$ cat config.mk
export PLATFORM = sky130hd
export DESIGN_NAME = joint_array
export DESIGN_NICKNAME = d
export VERILOG_FILES = /design/src/rtl/joint_array.sv
export SDC_FILE = /design/constraint.sdc
export NUM_CORES = 1
export LEC_CHECK = 0
export ABC_CLOCK_PERIOD_IN_PS = 2600
export CAP_MARGIN = 30
export CORE_AREA = 2 2 180 147
export DETAILED_ROUTE_END_ITERATION = 12
export DIE_AREA = 0 0 182 149
export SETUP_SLACK_MARGIN = 0.4
export SLEW_MARGIN = 20
export SYNTH_ARGS = -nofsm -noshare
export SYNTH_HDL_FRONTEND = slang
export SYNTH_SLANG_ARGS = --single-unit
export TNS_END_PERCENT = 10
$ cat constraint.sdc
create_clock -name clk -period 2.6 [get_ports clk]
set_input_delay 0.26 -clock clk [delete_from_list [all_inputs] [get_ports clk]]
set_output_delay 0.26 -clock clk [all_outputs]
set_load 0.05 [all_outputs]
$ cat src/rtl/joint_array.sv
// Two-stage join pipeline: a header word arms the block, and each accepted vector gets diagonal
// gaps between adjacent rows filled in. Define JOINT_HITCNT_EN to get a registered popcount on hit_count.
module joint_array #(
   parameter int          W       = 38,
   parameter int          ROWS    = 2,
   parameter logic [15:0] HEADER  = 16'hAAAA,
   parameter int          ONESHOT = 1,
   localparam int         N       = ROWS * W,
   localparam int         HCW     = $clog2(ROWS * W + 1)
) (
   input  logic           clk,
   input  logic           rst,
   input  logic [15:0]    header_in,
   input  logic           in_valid,
   output logic           in_ready,
   input  logic [N-1:0]   in_data,
   output logic           out_valid,
   input  logic           out_ready,
   output logic [N-1:0]   out_data,
   output logic           armed,
   output logic [HCW-1:0] hit_count
);

   typedef enum logic {IDLE, ARMED} state_t;

   state_t         state, state_nx;
   logic           taken;
   logic           s1_valid;
   logic [N-1:0]   s1_data;
   logic [N-1:0]   fill;
   logic [N-1:0]   joined;
   logic           hdr_hit, adv, in_fire, out_fire;

   assign hdr_hit  = (header_in == HEADER);
   assign adv      = !out_valid || out_ready;
   assign in_fire  = in_valid && in_ready;
   assign out_fire = out_valid && out_ready;

   always_ff @(posedge clk) begin
      if (rst) state <= IDLE;
      else     state <= state_nx;
   end

   always_comb begin
      state_nx = state;
      in_ready = 1'b0;
      armed    = (state == ARMED);
      case (state)
         IDLE: if (hdr_hit) state_nx = ARMED;
         ARMED: begin
            // A one-shot block takes a single vector, then waits for it to leave.
            in_ready = (!s1_valid || adv) && !((ONESHOT != 0) && taken);
            if ((ONESHOT != 0) && out_fire && !hdr_hit) state_nx = IDLE;
         end
         default: state_nx = IDLE;
      endcase
   end

   always_ff @(posedge clk) begin
      if (rst)           taken <= 1'b0;
      else if (in_fire)  taken <= (ONESHOT != 0);
      else if (out_fire) taken <= 1'b0;
   end

   // Single pass over the stage-1 snapshot; fills never feed further fills.
   always_comb begin
      fill = '0;
      for (int r = 0; r < ROWS - 1; r++) begin
         for (int i = 1; i < W - 1; i++) begin
            if (s1_data[r*W+i] && s1_data[(r+1)*W+i+1]) begin
               fill[r*W+i+1]   = 1'b1;
               fill[(r+1)*W+i] = 1'b1;
            end
            if (s1_data[r*W+i+1] && s1_data[(r+1)*W+i]) begin
               fill[r*W+i]       = 1'b1;
               fill[(r+1)*W+i+1] = 1'b1;
            end
         end
      end
   end

   assign joined = s1_data | fill;

   always_ff @(posedge clk) begin
      if (rst) begin
         s1_valid  <= 1'b0;
         s1_data   <= '0;
         out_valid <= 1'b0;
         out_data  <= '0;
      end else begin
         if (in_fire) begin
            s1_valid <= 1'b1;
            s1_data  <= in_data;
         end else if (adv) begin
            s1_valid <= 1'b0;
         end
         if (adv) begin
            out_valid <= s1_valid;
            if (s1_valid) out_data <= joined;
         end
      end
   end

`ifdef JOINT_HITCNT_EN
   logic [HCW-1:0] pop;

   always_comb begin
      pop = '0;
      for (int k = 0; k < N; k++) pop = pop + {{(HCW-1){1'b0}}, joined[k]};
   end

   // Loaded alongside out_data so it holds through a stall.
   always_ff @(posedge clk) begin
      if (rst)                  hit_count <= '0;
      else if (adv && s1_valid) hit_count <= pop;
   end
`else
   assign hit_count = '0;
`endif

endmodule

Word-level counts from Yosys, hierarchy flattened --
Index checks and enable logic that the tools add are counted.
Cells by class: add/sub/neg operators 0, $mul 0, div/mod/pow operators 0, $lt $le $gt $ge 0, eq/ne operators 1, shift-type cells 0, multiplexer cells 150, bitwise logic cells 2, reductions and logical operators 85
Operators with widths (number):
- $mux W1 | 149
- $logic_and A1 B1 Y1 | 76
- $or A76 B76 Y76 | 1
- $eq A16 B16 Y1 const B | 1
- $logic_not A1 Y1 | 4
- $reduce_bool A2 Y1 | 2
- $logic_or A1 B1 Y1 | 2
- $pmux W1 S2 | 1
- $reduce_and A2 Y1 | 1
- $not A1 Y1 | 1
Storage, ports and cells: flip-flop bits (word level) 156, latch bits 0, RAM bits 0, ROM bits 0, output and inout port bits 86, logic and storage cells 244, memories 0

Depth between registers and ports, before layout --
word-level depth 7, gate-level depth with buffers 6

Worst setup path before layout --
No wires, ideal clock.
kind flip-flop to output port, from reg out_valid, to out in_ready, arrival time 1.959 ns, data required time 2.340 ns, setup slack 0.381 ns, stages on the path, launching flop included 3, cells stage by stage dfxtp_1 > and3b_1 > nor3b_1
Between the ends: cells in the longest elaborated chain, start to end 5
Ends and longest elaborated chain:
- from (decl) | line 17 | output logic out_valid,
- from (signal assigned) | line 98 | out_valid <= s1_valid;
- $logic_not A1 Y1 | line 35 | assign adv = !out_valid || out_ready;
- $logic_or A1 B1 Y1 | line 35
- $logic_or A1 B1 Y1 | line 52 | in_ready = (!s1_valid || adv) && !((ONESHOT != 0) && taken);
- $logic_and A1 B1 Y1 | line 52
- $mux W1 | line 48 | case (state)
- to (decl) | line 15 | output logic in_ready,
Every way passes these cells.

Worst setup path in the final report --
from reg out_valid, to out out_valid
No word-level cell between the ends.

==> flow_results.xml <==
<?xml version="1.0" encoding="UTF-8"?>
<metrics>
  <group name="global_route">
    <metric name="grt_max_degree" unit="">79</metric>
    <metric name="wire_length_of_the_first_global_routing_pass" unit="µm">30400</metric>
    <metric name="grt.total_usage" unit="%">13.9</metric>
    <metric name="vias_in_the_first_global_route" unit="">5641</metric>
    <metric name="antenna_violations_before_repair" unit="">0</metric>
    <metric name="overflow" unit="">0</metric>
  </group>
  <group name="synthesis">
    <metric name="post_synth_fa_ha_maj_area_fraction" unit="%">0</metric>
    <metric name="postSynthAreaPerCell" unit="µm²">9.07</metric>
    <metric name="async_flop_share" unit="%">0</metric>
    <metric name="synth_compound_area_share" unit="%">20.4</metric>
    <metric name="yosysUniqueCellTypes" unit="">24</metric>
    <metric name="netlist_instances" unit="">771</metric>
    <metric name="synthesis_warnings" unit="">0</metric>
    <metric name="synth_most_common_cell" unit="">sky130_fd_sc_hd__dfxtp_1</metric>
    <metric name="synth_seq_cells" unit="">156</metric>
    <metric name="synth_top_family_by_area" unit="">compound AO/OA/AOI/OAI gates</metric>
    <metric name="ys_seq_area_share" unit="%">44.7</metric>
    <metric name="syn-cell-area" unit="mm²">0.00699</metric>
    <metric name="ys_top_cells_by_count" unit="">156 x sky130_fd_sc_hd__dfxtp_1, 153 x sky130_fd_sc_hd__nand2b_1, 84 x sky130_fd_sc_hd__a21oi_1, 76 x sky130_fd_sc_hd__mux2i_1, 72 x sky130_fd_sc_hd__o21ai_0</metric>
    <metric name="post-synth-top-area-cell" unit="">sky130_fd_sc_hd__dfxtp_1</metric>
    <metric name="synth_top_area_share" unit="%">44.7</metric>
    <metric name="synthTopCellsByArea" unit="">sky130_fd_sc_hd__dfxtp_1 45%, sky130_fd_sc_hd__nand2b_1 14%, sky130_fd_sc_hd__mux2i_1 11%, sky130_fd_sc_hd__a311oi_1 8.8%, sky130_fd_sc_hd__a21oi_1 6.0%</metric>
    <metric name="synthFlopType" unit="">sky130_fd_sc_hd__dfxtp_1</metric>
    <metric name="yosys-mux-area-fraction" unit="%">10.9</metric>
    <metric name="synth_enable_flop_cells" unit="">0</metric>
    <metric name="synth_simple_gate_area_share" unit="%">15.5</metric>
    <metric name="synth_xor_xnor_area_share" unit="%">0</metric>
  </group>
  <group name="route">
    <metric name="via_count_of_the_routed_design" unit="">5866</metric>
    <metric name="met2WireLength" unit="µm">7870</metric>
    <metric name="route.met3.wl" unit="µm">843</metric>
    <metric name="route.top_layer_used" unit="">met4</metric>
    <metric name="wire_per_inst" unit="µm">15.0</metric>
    <metric name="detail_route.wirelength.met1" unit="µm">9880</metric>
    <metric name="drt-vias-per-instance" unit="">4.67</metric>
    <metric name="initialDrtViolationCount" unit="">397</metric>
    <metric name="drtAntennaViolNets" unit="">0</metric>
    <metric name="finalWirelength" unit="µm">18800</metric>
    <metric name="dr.pass1.iters" unit="">4</metric>
    <metric name="drc_errors" unit="">0</metric>
  </group>
  <group name="floorplan">
    <metric name="core.rowCount" unit="">53</metric>
    <metric name="dieArea" unit="mm²">0.0271</metric>
    <metric name="die_w" unit="µm">182</metric>
    <metric name="initial_utilization" unit="%">27.3</metric>
    <metric name="fp.dieH" unit="µm">149</metric>
    <metric name="design.portCount" unit="">182</metric>
    <metric name="core_area" unit="mm²">0.0256</metric>
  </group>
  <group name="critical_path">
    <metric name="highest_delay_cell_along_the_critical_path" unit="">sky130_fd_sc_hd__clkdlybuf4s50_1</metric>
    <metric name="critical_path.cell_chain" unit="">clkdlybuf4s50_1</metric>
    <metric name="cp_data_required_time" unit="ns">2.34</metric>
    <metric name="cp_top_family" unit="">buffers and inverters</metric>
    <metric name="critPathKind" unit="">reg -&gt; out</metric>
    <metric name="cp_max_fo" unit="">5</metric>
    <metric name="bufs_and_invs_on_worst_path" unit="">1</metric>
    <metric name="maximum_cell_stage_delay_along_the_critical_path" unit="ns">0.83</metric>
    <metric name="crit_path_launch_type" unit="">flip-flop</metric>
    <metric name="worst-endpoint-arrival" unit="ns">1.63</metric>
    <metric name="setup.worst_path.end_class" unit="">primary output</metric>
  </group>
  <group name="timing">
    <metric name="post-route-worst-setup-slack" unit="ns">0.709</metric>
    <metric name="final-max-slew-violation-count" unit="">0</metric>
    <metric name="fin_skew" unit="ns">0.00675</metric>
    <metric name="maxSlewHeadroom" unit="%">44.0</metric>
    <metric name="timing_hold_violations_final" unit="">0</metric>
    <metric name="timing_worst_slew_pin_value" unit="ns">0.840</metric>
    <metric name="unrepaired_setup_endpoints_after_global_routing" unit="">no</metric>
    <metric name="final.min_clock_period" unit="ns">1.89</metric>
    <metric name="setup_violations" unit="">0</metric>
    <metric name="totalNegativeSetupSlack" unit="ns">0</metric>
    <metric name="timing.fmax" unit="MHz">529</metric>
    <metric name="finalCritPeriodShare" unit="%">72.7</metric>
  </group>
  <group name="finish">
    <metric name="num_antenna_cells" unit="">0</metric>
    <metric name="utilization" unit="%">37.5</metric>
    <metric name="final_net_count" unit="">1010</metric>
    <metric name="drive_gt1_share" unit="%">5.18</metric>
    <metric name="flow.area_growth_from_synthesis" unit="%">37.3</metric>
  </group>
  <group name="clock_network">
    <metric name="clk_root_buffer_cell" unit="">sky130_fd_sc_hd__clkbuf_16</metric>
    <metric name="clk_transition_reported_paths" unit="ns">0.06</metric>
    <metric name="tritoncts" unit="">yes</metric>
    <metric name="clock_latency_reported_for_the_late_side_of_the_worst_skew_pair" unit="ns">0.41</metric>
    <metric name="cts_setup_buffers" unit="">0</metric>
    <metric name="cts-resized-gates" unit="">0</metric>
    <metric name="numCtsBuffers" unit="">17</metric>
    <metric name="bufs_on_longest_clock_path" unit="">2</metric>
    <metric name="cts.sink_count" unit="">156</metric>
    <metric name="htree_num_levels" unit="">4</metric>
    <metric name="holdBufCountCts" unit="">0</metric>
  </group>
  <group name="power_and_ir_drop">
    <metric name="power.density" unit="mW/mm²">548</metric>
    <metric name="peakVddDrop" unit="µV">393</metric>
    <metric name="total_leakage_power" unit="µW">0.00286</metric>
    <metric name="total_power" unit="µW">5260</metric>
  </group>
  <group name="run">
    <metric name="max_cap_viol_count" unit="">0</metric>
  </group>
  <group name="placement">
    <metric name="finalWeightedCongestion" unit="">0.731</metric>
    <metric name="place_worst_setup_slack" unit="ns">0.591</metric>
    <metric name="numPortBuffers" unit="">174</metric>
    <metric name="post-dp-hpwl" unit="µm">12500</metric>
  </group>
  <group name="outcome">
    <metric name="status" unit="">completed</metric>
  </group>
  <group name="worst_hold_path">
    <metric name="holdCritPathClass" unit="">in -&gt; reg</metric>
  </group>
</metrics>
==> per-stage QoR <==
step / cell area [µm²] / cells / hold WS, ns
after floorplan: 7020 / 777 / 0.415
after global placement: 8990 / 1225 / 0.464
after detailed placement: 8990 / 1225 / 0.479
after CTS: 9600 / 1257 / 0.345
after global routing: 9600 / 1257 / 0.385
final: 9600 / 1257 / 0.370
==> metal layers <==
layer	vias to the layer above	GRT usage, %
li1	2967	-
met1	2742	20.2
met2	138	20.2
met3	19	3.98
met4	0	3.63
met5	-	0
==> worst reg2reg max path, delay by kind of cell (launching register included) <==
family / cells / cell delay, ns
buffers and inverters: 1 / 0.64
AOI/OAI and AO/OA: 1 / 0.26
DFF: 1 / 0.34
and+or+nand+nor: 2 / 0.28
==> registers in the layout (all words and copies together) (netlist names) <==
name / flops
out_data: 76
s1_data: 76
armed: 1
out_valid: 1
s1_valid: 1
taken: 1
==> layout make-up <==
cell class                 count  area [µm²]
clock buffer                  22         474
clock inverter                10         139
fill                        2577       16000
inverter                      71         267
multi-input combinational    484        3310
sequential                   156        3120
tap                          330         413
timing repair buffer         184        1880
==> report_power, final <==
part,switching [µW],internal (µW)
logic,110,184
clock network,989,1590
registers,0.0212,2390
total,1100,4160
==> logic make-up (layout without fill, tap and decap cells) <==
| group | count (synthesis) | after routing |
|---|---|---|
| other cells | 1 | 7 |
| compound gates | 230 | 230 |
| flops | 156 | 156 |
| simple gates | 171 | 171 |
| buf+inv | 137 | 287 |
| mux | 76 | 76 |
==> cells in the final DEF (no fill, tap or decap), types with 2 or more instances in the layout <==
cell / synthesis / final
sky130_fd_sc_hd__a211oi_1: 4 / 4
sky130_fd_sc_hd__clkinv_2: 0 / 3
sky130_fd_sc_hd__a21oi_1: 84 / 84
sky130_fd_sc_hd__clkbuf_1: 42 / 2
sky130_fd_sc_hd__clkdlybuf4s50_1: 0 / 172
sky130_fd_sc_hd__buf_4: 10 / 6
sky130_fd_sc_hd__inv_1: 70 / 70
sky130_fd_sc_hd__a311oi_1: 70 / 70
sky130_fd_sc_hd__clkinv_4: 0 / 3
sky130_fd_sc_hd__nand2b_1: 153 / 152
sky130_fd_sc_hd__o21ai_0: 72 / 72
sky130_fd_sc_hd__nand2_1: 5 / 5
sky130_fd_sc_hd__clkbuf_16: 0 / 17
sky130_fd_sc_hd__conb_1: 1 / 7
sky130_fd_sc_hd__mux2i_1: 76 / 76
sky130_fd_sc_hd__nor4bb_1: 4 / 4
sky130_fd_sc_hd__nand3_1: 2 / 2
sky130_fd_sc_hd__clkbuf_8: 0 / 3
sky130_fd_sc_hd__dfxtp_1: 156 / 155
sky130_fd_sc_hd__bufinv_16: 0 / 3
sky130_fd_sc_hd__buf_12: 0 / 5
==> final timing paths <==
check | slack, ns | to | cells after the start | start
worst max register to register | 0.91 | out_data[22] | 4 | out_valid
worst min register to register | 0.49 | armed | 2 | armed
worst min-delay path | 0.37 | out_data[7] | 2 | rst
worst max-delay path | 0.71 | out_valid | 1 | out_valid
(Power assumes the default switching activity.)
